===== config.mk =====
export PLATFORM = sky130hd
export DESIGN_NAME = vending_machine_core
export DESIGN_NICKNAME = d
export VERILOG_FILES = /design/src/rtl/vending_machine_pkg.sv /design/src/rtl/vm_change_picker.sv /design/src/rtl/vending_machine_core.sv
export SDC_FILE = /design/constraint.sdc
export NUM_CORES = 1
export LEC_CHECK = 0
export BUFFER_PORTS_ARGS = -buffer_cell sky130_fd_sc_hd__buf_2
export CORE_MARGIN = 2
export CORE_UTILIZATION = 51
export CTS_CLUSTER_DIAMETER = 30
export DETAILED_ROUTE_END_ITERATION = 7
export MAX_ROUTING_LAYER = met4
export PLACE_DENSITY = 0.73
export SLEW_MARGIN = 0
export SYNTH_ARGS = -nofsm -noshare
export SYNTH_HDL_FRONTEND = slang
export SYNTH_SLANG_ARGS = --single-unit
export TNS_END_PERCENT = 30

===== constraint.sdc =====
create_clock -name clk -period 23 [get_ports clk]
set_clock_uncertainty 0.05 [all_clocks]
set_input_delay 2.3 -clock clk [delete_from_list [all_inputs] [get_ports clk]]
set_output_delay 2.3 -clock clk [all_outputs]
set_load 0.005 [all_outputs]

===== src/rtl/vending_machine_pkg.sv =====
// Shared types, default parameter values and a slice-extract helper for the
// flattened price/coin-value buses of the vending machine core.
package vending_machine_pkg;

   typedef enum logic [1:0] {
      S_IDLE   = 2'd0,
      S_HOLD   = 2'd1,
      S_RETURN = 2'd2
   } vm_state_t;

   localparam int VM_DEF_NUM_COINS   = 3;
   localparam int VM_DEF_NUM_ITEMS   = 4;
   localparam int VM_DEF_TOTAL_BITS  = 31;
   localparam int VM_DEF_WAIT_CYCLES = 100;

   // Upper bounds for the generic slice helper; callers zero-extend their bus
   // to VM_MAX_BUS and truncate the result back to their own field width.
   localparam int VM_MAX_BUS  = 2048;
   localparam int VM_MAX_BITS = 64;

   // Returns field idx of a bus made of equal fields of the given width.
   function automatic logic [VM_MAX_BITS-1:0] vm_slice(
      input logic [VM_MAX_BUS-1:0] bus,
      input int                    idx,
      input int                    width
   );
      logic [VM_MAX_BUS-1:0]  shifted;
      logic [VM_MAX_BITS-1:0] mask;
      shifted = bus >> (idx * width);
      mask    = {VM_MAX_BITS{1'b1}} >> (VM_MAX_BITS - width);
      return shifted[VM_MAX_BITS-1:0] & mask;
   endfunction

endpackage


===== src/rtl/vm_change_picker.sv =====
// Greedy change selection: finds the largest coin that still fits in the
// balance. Coin values are ascending with index, so the highest fitting
// index is the largest coin.
module vm_change_picker
   import vending_machine_pkg::*;
#(
   parameter int NUM_COINS  = VM_DEF_NUM_COINS,
   parameter int TOTAL_BITS = VM_DEF_TOTAL_BITS
) (
   input  logic [TOTAL_BITS-1:0]           balance,
   input  logic [NUM_COINS*TOTAL_BITS-1:0] coin_value,
   output logic [NUM_COINS-1:0]            coin_onehot,
   output logic [TOTAL_BITS-1:0]           coin_amount,
   output logic                            none_fits
);

   logic [TOTAL_BITS-1:0] value [NUM_COINS];

   // Unpack the flattened coin-value bus.
   always_comb begin
      for (int k = 0; k < NUM_COINS; k++) begin
         value[k] = TOTAL_BITS'(vm_slice(VM_MAX_BUS'(coin_value), k, TOTAL_BITS));
      end
   end

   // Scan upward; the last fitting coin seen is the largest one.
   always_comb begin
      coin_onehot = '0;
      coin_amount = '0;
      none_fits   = 1'b1;
      for (int k = 0; k < NUM_COINS; k++) begin
         if (value[k] <= balance) begin
            coin_onehot    = '0;
            coin_onehot[k] = 1'b1;
            coin_amount    = value[k];
            none_fits      = 1'b0;
         end
      end
   end

endmodule


===== src/rtl/vending_machine_core.sv =====
// Vending machine core: balance register, inactivity timer, dispense pulses
// and coin-by-coin change return.
//
// state    | meaning
// ---------+------------------------------------------------
// S_IDLE   | balance is zero, waiting for coins
// S_HOLD   | balance > 0, inactivity timer running
// S_RETURN | ejecting change one coin per cycle
module vending_machine_core
   import vending_machine_pkg::*;
#(
   parameter int NUM_COINS   = VM_DEF_NUM_COINS,
   parameter int NUM_ITEMS   = VM_DEF_NUM_ITEMS,
   parameter int TOTAL_BITS  = VM_DEF_TOTAL_BITS,
   parameter int WAIT_CYCLES = VM_DEF_WAIT_CYCLES
) (
   input  logic                            clk,
   input  logic                            reset_n,
   input  logic [NUM_COINS-1:0]            i_input_coin,
   input  logic [NUM_ITEMS-1:0]            i_select_item,
   input  logic                            i_trigger_return,
   input  logic [NUM_ITEMS*TOTAL_BITS-1:0] i_item_price,
   input  logic [NUM_COINS*TOTAL_BITS-1:0] i_coin_value,
   output logic [NUM_ITEMS-1:0]            o_available_item,
   output logic [NUM_ITEMS-1:0]            o_output_item,
   output logic [NUM_COINS-1:0]            o_return_coin,
   output logic [TOTAL_BITS-1:0]           o_current_total,
   output logic                            o_busy
);

   // Wide enough for balance plus the sum of every coin in one cycle.
   localparam int EW = TOTAL_BITS + NUM_COINS + 1;
   localparam int TW = $clog2(WAIT_CYCLES + 1);
   localparam logic [EW-1:0] BAL_MAX = EW'({TOTAL_BITS{1'b1}});

   vm_state_t             state, state_nxt;
   logic [TOTAL_BITS-1:0] balance, balance_nxt;
   logic [TW-1:0]         timer, timer_nxt;
   logic [NUM_ITEMS-1:0]  output_item_nxt;
   logic [NUM_COINS-1:0]  return_coin_nxt;

   logic [TOTAL_BITS-1:0] price    [NUM_ITEMS];
   logic [TOTAL_BITS-1:0] coin_val [NUM_COINS];

   logic [NUM_ITEMS-1:0]  sel_onehot;
   logic [TOTAL_BITS-1:0] sel_price;
   logic                  sel_valid;
   logic                  grant;
   logic [EW-1:0]         coin_sum;
   logic [TOTAL_BITS-1:0] spend_bal;
   logic [EW-1:0]         total_ext;
   logic                  overflow;
   logic                  reload;
   logic [TOTAL_BITS-1:0] bal_tmp;

   logic [NUM_COINS-1:0]  pick_onehot;
   logic [TOTAL_BITS-1:0] pick_amount;
   logic                  pick_none;

   vm_change_picker #(
      .NUM_COINS  (NUM_COINS),
      .TOTAL_BITS (TOTAL_BITS)
   ) u_picker (
      .balance     (balance),
      .coin_value  (i_coin_value),
      .coin_onehot (pick_onehot),
      .coin_amount (pick_amount),
      .none_fits   (pick_none)
   );

   // Unpack the runtime price and coin-value buses.
   always_comb begin
      for (int k = 0; k < NUM_ITEMS; k++) begin
         price[k] = TOTAL_BITS'(vm_slice(VM_MAX_BUS'(i_item_price), k, TOTAL_BITS));
      end
      for (int k = 0; k < NUM_COINS; k++) begin
         coin_val[k] = TOTAL_BITS'(vm_slice(VM_MAX_BUS'(i_coin_value), k, TOTAL_BITS));
      end
   end

   // Lowest-index requested item wins; granted against the registered balance.
   always_comb begin
      sel_onehot = '0;
      sel_price  = '0;
      sel_valid  = 1'b0;
      for (int k = NUM_ITEMS - 1; k >= 0; k--) begin
         if (i_select_item[k]) begin
            sel_onehot    = '0;
            sel_onehot[k] = 1'b1;
            sel_price     = price[k];
            sel_valid     = 1'b1;
         end
      end
      grant = sel_valid && (sel_price <= balance);
   end

   // Sum of this cycle's coins and the overflow test on the post-spend balance.
   always_comb begin
      coin_sum = '0;
      for (int k = 0; k < NUM_COINS; k++) begin
         if (i_input_coin[k]) begin
            coin_sum = coin_sum + EW'(coin_val[k]);
         end
      end
      spend_bal = grant ? (balance - sel_price) : balance;
      total_ext = EW'(spend_bal) + coin_sum;
      overflow  = total_ext > BAL_MAX;
   end

   // Affordability flags, masked while change is being returned.
   always_comb begin
      for (int k = 0; k < NUM_ITEMS; k++) begin
         o_available_item[k] = (state != S_RETURN) && (price[k] <= balance);
      end
   end

   // Next-state, next-balance, timer and pulse decisions.
   always_comb begin
      state_nxt       = state;
      balance_nxt     = balance;
      timer_nxt       = timer;
      output_item_nxt = '0;
      return_coin_nxt = '0;
      reload          = 1'b0;
      bal_tmp         = balance;
      case (state)
         S_IDLE, S_HOLD: begin
            if ((state == S_HOLD) && i_trigger_return) begin
               state_nxt = S_RETURN;
            end else begin
               bal_tmp = spend_bal;
               if (grant) begin
                  output_item_nxt = sel_onehot;
                  reload          = 1'b1;
               end
               if (|i_input_coin) begin
                  if (!overflow) begin
                     bal_tmp = total_ext[TOTAL_BITS-1:0];
                     reload  = 1'b1;
                  end else begin
                     return_coin_nxt = i_input_coin;
                  end
               end
               balance_nxt = bal_tmp;
               if (reload) begin
                  timer_nxt = TW'(WAIT_CYCLES);
               end else if (state == S_HOLD) begin
                  timer_nxt = timer - TW'(1);
               end
               if (bal_tmp == '0) begin
                  state_nxt = S_IDLE;
               end else if (!reload && (state == S_HOLD) && (timer_nxt == '0)) begin
                  state_nxt = S_RETURN;
               end else begin
                  state_nxt = S_HOLD;
               end
            end
         end
         S_RETURN: begin
            if (pick_none) begin
               balance_nxt = '0;
               state_nxt   = S_IDLE;
            end else begin
               return_coin_nxt = pick_onehot;
               balance_nxt     = balance - pick_amount;
               if (balance == pick_amount) begin
                  state_nxt = S_IDLE;
               end
            end
         end
         default: begin
            state_nxt   = S_IDLE;
            balance_nxt = '0;
         end
      endcase
   end

   // State, balance, timer and output pulse registers with synchronous reset.
   always_ff @(posedge clk) begin
      if (!reset_n) begin
         state         <= S_IDLE;
         balance       <= '0;
         timer         <= '0;
         o_output_item <= '0;
         o_return_coin <= '0;
      end else begin
         state         <= state_nxt;
         balance       <= balance_nxt;
         timer         <= timer_nxt;
         o_output_item <= output_item_nxt;
         o_return_coin <= return_coin_nxt;
      end
   end

   assign o_current_total = balance;
   assign o_busy          = (state == S_RETURN);

endmodule


# Yosys cells after proc, flatten, opt, wreduce, memory -nomap -nowiden
# Index checks and enable logic that the tools add are counted.
# W data, S select, Z words.
[totals]
out_inout_bits = 43
reg_bits = 47
word_cells = 104
[classes]
reduce_logical = 19
bitwise_logic = 4
order_cmp = 9
muxes = 52
add_sub_neg = 6
eq_ne = 6
[ops]
columns = ["cell", "n"]
rows = [
  ["$mux W31", 15],
  ["$le A31 B31 Y1", 8],
  ["$add A35 B31 Y35", 2],
  ["$mux W35", 2],
  ["$pmux W31 S2", 1],
  ["$sub A31 B31 Y31", 2],
  ["$add A31 B35 Y35", 1],
  ["$gt A35 B31 Y1 const B", 1],
  ["$eq A31 B31 Y1", 1],
  ["$logic_not A31 Y1", 1],
  ["$mux W7", 4],
  ["$mux W3", 7],
  ["$mux W1", 14],
  ["$mux W2", 6],
  ["$logic_and A1 B1 Y1", 8],
  ["$logic_not A7 Y1", 1],
  ["$reduce_or A7 Y1", 1],
  ["$sub A7 B1 Y7 const B", 1],
  ["$pmux W3 S2", 1],
  ["$reduce_or A6 Y1", 1],
  ["$reduce_or A5 Y1", 1],
  ["$mux W4", 1],
  ["$ne A2 B2 Y1 const B", 2],
  ["$not A1 Y1", 4],
  ["other kinds (10)", 10],
]

# Longest topological paths before layout
# Gate-level depths: netlist of run 1.
[logic_depth]
ltp_word = 22
ltp_mapped = 40

# Hierarchy
# From an unflattened synthesis of run 1, not the netlist that was laid out.
[hier_totals]
hier_cells = 2624
hier_area_um2 = 18965.7
[by_module_without_submodules]
columns = ["mod", "area_each_um2", "seq_area_each_um2", "n_inst", "cells_per_inst"]
rows = [
  ["vending_machine_core", 15745.1, 940.9, 1, 2209],
  ["vm_change_picker", 3220.6, 0.0, 1, 415],
]

# Worst setup path after synthesis of run 1
# OpenSTA, ideal clock, no wires.
[synth_timing]
path_type = "input-to-reg"
start = "input port i_input_coin[0]"
end = "register balance[7] (netlist: o_current_total[7])"
arrival_time_ns = 9.671
n_path_buf = 5
cell_stages = 37
slack_ns = 13.140
setup_time_ns = 0.139
path_cell_list = "clkbuf_1 clkbuf_1 clkbuf_1 and2_1 ha_1 o21ai_0 nand2b_1 maj3_1 a311o_1 a211oi_1 nor2_1 a21oi_1 xnor2_1 mux2_2 ha_1 nand2_1 inv_1 a221o_1 or3_1 o21ai_1 o21bai_1 a21oi_1 xnor2_1 mux2_2 ha_1 nand3_1 nor4_1 o211ai_1 nand2_1 a41oi_1 or3b_1 mux2i_1 o211ai_2 buf_6 buf_6 mux2i_1 o221ai_1"
[synth_between]
elab_chain_cells = 13
word_cells_on_any_way = 14
classes_between = "add/sub: 3; order compare: 1; mux: 9; reduce/logical: 1"
[synth_lines]
columns = ["item", "line", "text"]
rows = [
  ["start: declaration", "vending_machine_core.sv:19", "input logic [NUM_COINS-1:0] i_input_coin,"],
  ["$mux W31", "vending_machine_core.sv:101", "if (i_input_coin[k]) begin"],
  ["$add A35 B31 Y35", "vending_machine_core.sv:102", "coin_sum = coin_sum + EW'(coin_val[k]);"],
  ["$mux W35", "vending_machine_core.sv:101", ""],
  ["$add A35 B31 Y35", "vending_machine_core.sv:102", ""],
  ["$mux W35", "vending_machine_core.sv:101", ""],
  ["$add A31 B35 Y35", "vending_machine_core.sv:106", "total_ext = EW'(spend_bal) + coin_sum;"],
  ["$gt A35 B31 Y1", "vending_machine_core.sv:107", "overflow = total_ext > BAL_MAX;"],
  ["$mux W31", "vending_machine_core.sv:137", "if (!overflow) begin"],
  ["$mux W31 (*)", "vending_machine_core.sv:136", "if (|i_input_coin) begin"],
  ["$mux W31 (*)", "vending_machine_core.sv:128", "if ((state == S_HOLD) && i_trigger_return) begin"],
  ["$mux W31 (*)", "vending_machine_core.sv:126", "case (state)"],
  ["$mux W31 (*)", "vending_machine_core.sv:128", ""],
  ["$pmux W31 S2 (*)", "vending_machine_core.sv:126", ""],
  ["end signal: assignment", "vending_machine_core.sv:188", "balance <= balance_nxt;"],
  ["end: declaration", "vending_machine_core.sv:37", "logic [TOTAL_BITS-1:0] balance, balance_nxt;"],
]
# Mark *: on every way between the ends. The rest lies on a longest branch, timed or not. The select of a mux whose other input is x is not followed.
# A chain may end at the register's enable or synchronous reset.

# Final worst setup path of run 1
[layout_timing]
start = "input port i_input_coin[0]"
end = "register state[0]"
[layout_between]
elab_chain_cells = 20
word_cells_on_any_way = 28
classes_between = "add/sub: 3; order compare: 1; mux: 18; reduce/logical: 6"
[layout_lines]
columns = ["item", "line", "text"]
rows = [
  ["$mux W31", "vending_machine_core.sv:101", ""],
  ["$add A35 B31 Y35", "vending_machine_core.sv:102", ""],
  ["$mux W35", "vending_machine_core.sv:101", ""],
  ["$add A35 B31 Y35", "vending_machine_core.sv:102", ""],
  ["$mux W35", "vending_machine_core.sv:101", ""],
  ["$add A31 B35 Y35", "vending_machine_core.sv:106", ""],
  ["$gt A35 B31 Y1", "vending_machine_core.sv:107", ""],
  ["$mux W1", "vending_machine_core.sv:137", ""],
  ["[... 4 more ...]", "n/a", ""],
  ["$mux W7", "vending_machine_core.sv:128", ""],
  ["$mux W7", "vending_machine_core.sv:126", ""],
  ["$logic_not A7 Y1", "vending_machine_core.sv:152", "end else if (!reload && (state == S_HOLD) && (timer_nxt == '0)) begin"],
  ["$logic_and A1 B1 Y1", "vending_machine_core.sv:152", ""],
  ["$mux W2", "vending_machine_core.sv:152", ""],
  ["$mux W2 (*)", "vending_machine_core.sv:150", "if (bal_tmp == '0) begin"],
  ["$mux W2 (*)", "vending_machine_core.sv:128", ""],
  ["$pmux W2 S2 (*)", "vending_machine_core.sv:126", ""],
  ["end signal: assignment", "vending_machine_core.sv:187", "state <= state_nxt;"],
  ["end: declaration", "vending_machine_core.sv:36", "vm_state_t state, state_nxt;"],
]
# Marks and branches as above.

==> results of run 1 <==
## metal layers
layer | track usage [%] | wire (microns)
met5 | - | 0
met4 | 18.5 | 4510
met3 | 8.51 | 10800
met2 | 60.0 | 33100
met1 | 59.7 | 34800
## power by group through the flow
stage / clock, W / sequential (W) / combinational [W]
2_1_floorplan: 0 / 0.000132 / 0.00132
3_3_place_gp: 0 / 0.000166 / 0.00182
3_5_place_dp: 0 / 0.000166 / 0.00186
4_1_cts: 0.000104 / 0.000165 / 0.00187
5_1_grt: 0.000107 / 0.000165 / 0.00209
6_report: 0.000105 / 0.000169 / 0.00194
## cell type report
class	count	share of cell area (%)
antenna	7	0.0860
clock buffer	5	0.614
clock inverter	3	0.350
inverter	109	2.01
multi-input combinational	2321	82.0
sequential	47	4.62
tap	461	2.83
timing repair buffer	292	7.46
## logic make-up (layout without fill, tap and decap cells)
logic type | Yosys count | count (layout)
AOI/OAI and AO/OA | 929 | 929
and+or+nand+nor | 821 | 821
adders and majority gates | 376 | 376
buffers and inverters | 207 | 409
xor gates and xnor gates | 122 | 122
muxes | 73 | 73
DFF | 47 | 47
other | 0 | 7
## stage by stage
stage / setup slack (ns) / hold WS, ns / total power, W / cells / area, sq um
after floorplan: 13.14 / 0.417 / 0.00145 / 2575 / 18400
after global placement: 12.05 / 0.443 / 0.00199 / 3230 / 20200
after detailed placement: 11.83 / 0.451 / 0.00202 / 3230 / 20200
after CTS: 12.16 / 0.464 / 0.00214 / 3238 / 20400
after global routing: 11.45 / 0.514 / 0.00236 / 3244 / 20400
final: 11.98 / 0.459 / 0.00222 / 3245 / 20400
## worst min-delay path: stages, from the launching register on
cell,delay [ns]
sky130_fd_sc_hd__dfxtp_1,0.33
sky130_fd_sc_hd__nand2_1,0.07
sky130_fd_sc_hd__o21ai_0,0.07
## cell usage in the layout, fill, tap and decap left out, types with 24 or more instances in the layout
master and count:
sky130_fd_sc_hd__ha_1 367, sky130_fd_sc_hd__a21oi_1 281, sky130_fd_sc_hd__buf_2 269, sky130_fd_sc_hd__nand2_1 196, sky130_fd_sc_hd__nor2_1 187, sky130_fd_sc_hd__o21ai_0 183, sky130_fd_sc_hd__inv_1 109, sky130_fd_sc_hd__a21o_1 109
sky130_fd_sc_hd__nand3_1 105, sky130_fd_sc_hd__xnor2_1 70, sky130_fd_sc_hd__nand4_1 63, sky130_fd_sc_hd__nor3_1 53, sky130_fd_sc_hd__xor2_1 51, sky130_fd_sc_hd__dfxtp_1 47, sky130_fd_sc_hd__o21a_1 46, sky130_fd_sc_hd__mux2_2 42
sky130_fd_sc_hd__a22oi_1 39, sky130_fd_sc_hd__a211oi_1 37, sky130_fd_sc_hd__a31oi_1 34, sky130_fd_sc_hd__and2_1 32, sky130_fd_sc_hd__o211ai_1 29, sky130_fd_sc_hd__nor2b_1 29, sky130_fd_sc_hd__nand2b_1 28, sky130_fd_sc_hd__mux2i_1 28
sky130_fd_sc_hd__and3_1 26, sky130_fd_sc_hd__or3_1 24
## registers in the layout, summed over array words and instances (netlist names)
name and count:
timer 7, o_current_total 31, state 2, o_output_item 4
o_return_coin 3
## cells in the mapped netlist (6+ instances only)
cell type                   number
sky130_fd_sc_hd__a2111oi_0      10
sky130_fd_sc_hd__a211o_1        11
sky130_fd_sc_hd__a211oi_1       37
sky130_fd_sc_hd__a21boi_0        6
sky130_fd_sc_hd__a21o_1        109
sky130_fd_sc_hd__a21oi_1       281
sky130_fd_sc_hd__a221o_1         7
sky130_fd_sc_hd__a22oi_1        39
sky130_fd_sc_hd__a31o_2          6
sky130_fd_sc_hd__a31oi_1        34
sky130_fd_sc_hd__a41oi_1         6
sky130_fd_sc_hd__and2_1         32
sky130_fd_sc_hd__and3_1         26
sky130_fd_sc_hd__and4_1         14
sky130_fd_sc_hd__buf_1          15
sky130_fd_sc_hd__clkbuf_1       75
sky130_fd_sc_hd__dfxtp_1        47
sky130_fd_sc_hd__ha_1          367
sky130_fd_sc_hd__inv_1         109
sky130_fd_sc_hd__mux2_2         42
sky130_fd_sc_hd__mux2i_1        28
sky130_fd_sc_hd__nand2_1       196
sky130_fd_sc_hd__nand2b_1       28
sky130_fd_sc_hd__nand3_1       105
sky130_fd_sc_hd__nand4_1        63
sky130_fd_sc_hd__nor2_1        188
sky130_fd_sc_hd__nor2b_1        30
sky130_fd_sc_hd__nor3_1         53
sky130_fd_sc_hd__nor4_1         16
sky130_fd_sc_hd__o211ai_1       29
sky130_fd_sc_hd__o21a_1         46
sky130_fd_sc_hd__o21ai_0       183
sky130_fd_sc_hd__o21bai_1       19
sky130_fd_sc_hd__o221ai_1       20
sky130_fd_sc_hd__o31ai_1        19
sky130_fd_sc_hd__or2_2          13
sky130_fd_sc_hd__or3_1          24
sky130_fd_sc_hd__xnor2_1        70
sky130_fd_sc_hd__xor2_1         51
## path summary, 6_finish.rpt
kind	end
setup / recovery	state[0]
hold / removal	timer[0]
setup reg to reg	state[0]
hold reg to reg	timer[0]
==> results.md, run 1 <==
- Dividing total power by cell area gives a power density of 109 nW/um^2.
- No sink is reached through more buffers than the 2 on the longest clock path.
- The total overflow reported by the global router is 0.
- The vertical die dimension is 194 microns.
- The final hold violation count is 0.
- The area taken by flip-flops and latches is 941 sq um.
- The net switching power figure is 0.00132 W.
- By area the synthesized netlist is led by sky130_fd_sc_hd__ha_1, sky130_fd_sc_hd__a21oi_1, sky130_fd_sc_hd__dfxtp_1, sky130_fd_sc_hd__o21ai_0, sky130_fd_sc_hd__a21o_1.
- The top fanout value on the critical path is 48.
- The number of antenna violations at the first check in global routing is 6.
- The layout has 3443 filler cells.
- The tool flagged a number of max-cap violations equal to 0.
- The via total after detailed routing is 22300.
- The effective utilization at floorplan is 51.8%.
- The fraction of the yosys area taken by sequential cells is 5.10%.
- The run finished with clean final reports.
- The synthesized design contains 0 enable-type register cells.
- The number of gates given a new drive strength after cts is 0.
- The xor-xnor portion of the synthesized cell area is 5.87%.
- Summed over its instances, the top area cell type makes up 24.9% of the synthesized netlist area.
- The number of levels in the clock H-tree is 2.
- Setup slack on the worst reg-to-reg path comes out at 14.81 ns.
- In this run the worst hold path is classified as reg2reg.
- The cell count after synthesis is 2575.
- The static leakage is 9.56 nW.
- The Yosys step of the flow raised 0 warnings.
- Entering global routing, the biggest net connects 67 pins.
- In this run the worst setup path begins at i_input_coin[0].
- The fraction of layout instances using a drive strength above 1 is 13.6%.
- In the final routed layout, each cell accounts on average for 25.6 microns.
- The part of the total power dissipated in sequential elements is 7.6%.
- The placer congestion estimate is 1.06.
- Global routing used 43.1% of the available tracks.
- The upper clock frequency limit is 90.7 MHz.
- The cell type with the largest total area after synthesis is sky130_fd_sc_hd__ha_1.
- The clock insertion delay at the later pin of the skew report is 0.32 ns.
- The required time reported for the critical path endpoint is 23.17 ns.
- The highest ir drop seen on vdd is 87.7 uV.
- The number of nets in the synthesized netlist is 3174.
- The number of global-route vias before repair came to 19600.
- The worst path uses 47.9% of the clock period.
- The internal power of the cells totals 0.000899 W.
- The final layout contains 3375 nets.
- The critical path contains buffers and inverters numbering 4 combined.
- The synthesized area per cell is 7.16 sq um.
- The clock network is responsible for 4.8% of the overall power.
- For the pin with the worst max-slew slack, the measured transition is 1.12 ns.
- The multi-input combinational cell area is 16700 sq um.
- For the worst setup path, the data arrival time is 11.19 ns.
- The count of buffers added by post-CTS timing repair for setup is 0.
- STA classifies the critical path startpoint as an input pin.
- For this design, the CTS-stage hold fixing added 0 buffers.
- CTS saw 47 sinks.
- The critical setup path kind is in2reg.
- The post-route minimum period is 11.02 ns.
- The floorplan step defined a die boundary enclosing 37700 sq um.
- Relative to the synthesized area, the layout overhead comes to 10.5%.
- The instance count along the most critical hold path is 2.
- The number of CTS-inserted buffers is 5.
- The synthesized netlist devotes 32.4% of its cell area to compound gates.
- The number of cells on the critical path is 35.
- The slowest stage of the critical path belongs to the cell sky130_fd_sc_hd__buf_2.
- Once layout is complete, the utilization of the core stands at 57.3%.
- The antenna violation net count after detailed routing is 0.
- The first global-routing pass estimated 121000 microns of wire.
- Setup total negative slack on the finished layout was measured at 0 ns.
- The proportion of power drawn by combinational gates is 87.6%.
- Of the post-synthesis cell area, the part taken by muxes is 4.33%.
- The placeable core region is 35600 sq um.
- The residual DRC count is 0.
- The startpoint of the tightest hold check path is timer[0].
- The most frequently used flop master after synthesis is sky130_fd_sc_hd__dfxtp_1.
- The via density per instance is 6.86.
- The fraction of registers with async set/reset is 0%.
- After Yosys synthesis, and, or, nand and nor cells account for 22.2% of the synthesized area.
- Setup repair after global routing left no endpoint under its margin.
- The chip width is 194 microns.
- The first routing iteration left 2774 violations.
- The combinational family with the most area after synthesis is compound AO/OA/AOI/OAI gates.
- Broken down by cell family, the worst path's largest delay share belongs to compound AO/OA/AOI/OAI gates.
- The tree is rooted in a sky130_fd_sc_hd__clkbuf_16.
- The peak per-stage delay on the critical path is 0.59 ns.
- 270 I/O pins were placed.
- The final wirelength is 83200 microns.
- The synthesized flop and latch total is 47.
- Setup violations remaining at the end of the flow were counted as 0.
- The total half-perimeter wirelength after legalization and detailed placement is 67500 microns.
- The post-synthesis instance area is 18400 sq um.
- The synthesized netlist devotes 25.7% of its cell area to adder and majority cells.
- STA classifies the critical path endpoint as a flop.
- The iteration count of the initial detailed-routing pass is 6.
- The number of cells on the worst reg-to-reg path is 25.
- Clock-pin slew was measured on the worst setup and hold paths at 0.08 ns.
- TritonCTS built the clock tree.
- Yosys mapped the design onto 89 distinct sky130hd cell types.
- The relative slew slack is 25.7%.
- The count of buffers inserted at the top-level ports is 269.
- The startpoint of the most critical register-to-register path is o_current_total[0].
- The final count of pins violating max slew is 0.
- The net switching share of the total power is 59.4%.
- The number of rows in the core area is 69.
Power figures use the tool's default switching activity.
==> run 2: changes to the inputs <==
- PLACE_DENSITY: 0.73 -> 0.76
- clock period: 23 -> 8.97 ns (I/O delays scaled with it)
==> results.md, run 2 (same netlist as run 1, synthesis figures left out) <==
- The number of levels in the clock H-tree is 2.
- Counting the buffers created by CTS gives 5.
- The clock insertion delay at the later pin of the skew report is 0.31 ns.
- The number of buffers and inverters on the critical path is 6.
- Compared with the post-synthesis result, the final layout area differs by 12.8%.
- The relative slew slack is 20.7%.
- The maximum number of pins on one net before global-route repair is 53.
- After detailed routing, the met3 layer carries 11200 microns of wire.
- In this run the remaining antenna-violating nets after routing total 0.
- The global-route total usage across every layer is 44.3%.
- The required time reported for the critical path endpoint is 9.05 ns.
- The register with the most flip-flops in the layout has 31 of them.
- The initial utilization of the core area, before any placement, comes to 51.8%.
- After global routing the overflow that remains totals 0.
- The path category of the worst min-delay check is reg2reg.
- In this run the power density over the cells is 281 nW/um^2.
- The worst setup margin is 0.239 ns.
- The worst setup path is captured at a flop.
- 270 I/O pins were placed.
- The filler cell count in the final layout is 3455.
- The highest ir drop seen on vdd is 212 uV.
- The final count of pins violating max slew is 0.
- Signal routing reaches up to met4.
- The deepest clock path buffer count is 2.
- The met1 routed wirelength after detailed routing is 35900 microns.
- In this run the tool buffered the top-level ports with 269 buffer cells.
- The library cells used most frequently in the layout, excluding fill and tap cells, are sky130_fd_sc_hd__ha_1, sky130_fd_sc_hd__a21oi_1, sky130_fd_sc_hd__buf_2.
- The arrival time at the worst endpoint is 8.81 ns.
- The actual slew at the worst max-slew pin is 1.19 ns.
- In the final layout, the multi-input gates occupy 16800 sq um.
- The floorplan step defined a die boundary enclosing 37700 sq um.
- The average wire per standard cell is 26.1 microns.
- The worst setup path is launched from an input pin.
- The library cell used most frequently in the layout, excluding fill and tap cells, is sky130_fd_sc_hd__ha_1.
- The layout net count is 3426.
- The first global-routing pass estimated 125000 microns of wire.
- Of the cells placed in the final design, the portion with a size suffix greater than 1 is 15.5%.
- The area taken by flip-flops and latches is 941 sq um.
- In this run, the number of DRC markers left after iteration 0 of detailed routing was 2957.
- The number of global-route vias before repair is 20400.
- The placeable core region is 35600 sq um.
- The cell type of the slowest stage on the worst timing path is sky130_fd_sc_hd__or3b_2.
- The top fanout value on the critical path is 10.
- The max-capacitance violation count is 0.
- The routed design uses 33900 microns of met2 wire.
- The clock sink total is 47.
- The critical setup path kind is in2reg.
- The final wirelength is 85800 microns.
- The vertical die dimension is 194 microns.
- After legalization and detailed placement, the total HPWL measured 70100 microns.
- Prior to clock tree synthesis, the placed netlist has a worst setup slack of -0.124 ns.
- The detailed router placed 22500 vias in this run.
- Of the available clock period, the critical path in the final layout requires 97.3%.
- The worst hold slack is 0.465 ns.
- TritonCTS built the clock tree.
- The clock transition at the registers of the reported paths is 0.08 ns.
- The chip width is 194 microns.
- The via density per instance is 6.83.
- Static timing analysis puts the maximum clock frequency at 115 MHz.
- The run finished with clean final reports.
- The static leakage is 9.81 nW.
- The peak per-stage delay on the critical path is 0.48 ns.
- After clock tree synthesis, the flow added hold-fix buffers numbering 0.
- The final hold violation count is 0.
- The number of antenna violations at the first check in global routing is 3.
- The clock tree root buffer cell is sky130_fd_sc_hd__clkbuf_16.
- Broken down by cell family, the worst path's largest delay share belongs to compound AO/OA/AOI/OAI gates.
- Setup violations remaining at the end of the flow were counted as 0.
- Routability-driven placement finished with a final weighted congestion of 1.10.
- After floorplanning, the core was divided into 69 placement rows.
- After layout, the minimum clock period comes to 8.73 ns.
- After detailed routing, the number of remaining DRC violations is 0.
- For this run, the detailed router's first-pass iteration total came to 8.
-- run 2: changes by cell type in the layout (fill, tap and decap cells not counted), moves of 2 or more --
cell / change
sky130_fd_sc_hd__a211oi_1: -2
sky130_fd_sc_hd__buf_12: +2
sky130_fd_sc_hd__a211oi_2: +2
sky130_fd_sc_hd__buf_4: +48
sky130_fd_sc_hd__diode_2: -3
sky130_fd_sc_hd__mux2i_1: -2
-- run 2: layout make-up --
class | instances | share of cell area [%]
diodes | 4 | 0.0481
clock buffers | 5 | 0.601
clock inverters | 3 | 0.223
inverters | 109 | 1.97
multi-input cells | 2322 | 80.6
flip-flops and latches | 47 | 4.52
well taps | 461 | 2.77
repair buffers | 342 | 9.23
-- run 2: stage by stage --
step	cell area, sq um	power [W]	setup TNS, ns	std cells	util, %
floorplan	18400	0.00373	0	2575	-
global placement	20500	0.00525	0	3276	57.7
detailed placement	20500	0.00533	-0.833	3276	57.7
CTS	20700	0.00559	0	3284	58.2
global route	20800	0.00623	-0.0686	3292	58.5
finish	20800	0.00585	0	3293	58.5
-- run 2: what timing repair did --
action | CTS | global route
resized for setup | 0 | 10
setup endpoints to repair | 0 | 40
setup buffers | 0 | 4
-- run 2: worst reg2reg max path, cell delays in order, from the launching register on --
cell and delay [ns]:
sky130_fd_sc_hd__dfxtp_1 0.66, sky130_fd_sc_hd__inv_1 0.57, sky130_fd_sc_hd__ha_1 0.50, sky130_fd_sc_hd__nand4_1 0.08, sky130_fd_sc_hd__or2_2 0.32, sky130_fd_sc_hd__nor3_1 0.23, sky130_fd_sc_hd__a211oi_1 0.14, sky130_fd_sc_hd__nor2_1 0.87
sky130_fd_sc_hd__nand3_1 0.16, sky130_fd_sc_hd__a31oi_1 0.50, sky130_fd_sc_hd__ha_1 0.28, sky130_fd_sc_hd__inv_1 0.06, sky130_fd_sc_hd__fa_1 0.44, sky130_fd_sc_hd__a211oi_1 0.30, sky130_fd_sc_hd__o21ai_0 0.17, sky130_fd_sc_hd__a31oi_1 0.43
sky130_fd_sc_hd__o21ai_0 0.36, sky130_fd_sc_hd__a221o_1 0.41, sky130_fd_sc_hd__nand3_1 0.13, sky130_fd_sc_hd__a31oi_1 0.12, sky130_fd_sc_hd__o41ai_1 0.34, sky130_fd_sc_hd__xnor3_1 0.28, sky130_fd_sc_hd__a21oi_1 0.16, sky130_fd_sc_hd__a31oi_1 0.09
-- run 2: final timing paths --
path / startpoint / end / slack (ns) / cells after the start
worst max-delay path: i_coin_value[0] / o_current_total[13] / 0.24 / 36
worst min-delay path: timer[4] / timer[4] / 0.47 / 2
worst max register to register: o_current_total[25] / o_current_total[30] / 1.22 / 23
worst min register to register: timer[4] / timer[4] / 0.47 / 2
-- run 2: power breakdown --
group,internal [W],switching (W)
clock network,0.000133,0.0000992
registers,0.000267,0.000121
logic,0.00199,0.00324
total,0.00239,0.00346
-- run 2: layer usage --
metal  vias to the layer above  track usage [%]
met5                         -                -
met4                         0             19.8
met3                       248             10.8
met2                      1447             61.5
met1                     10500             60.1
li1                      10300                -
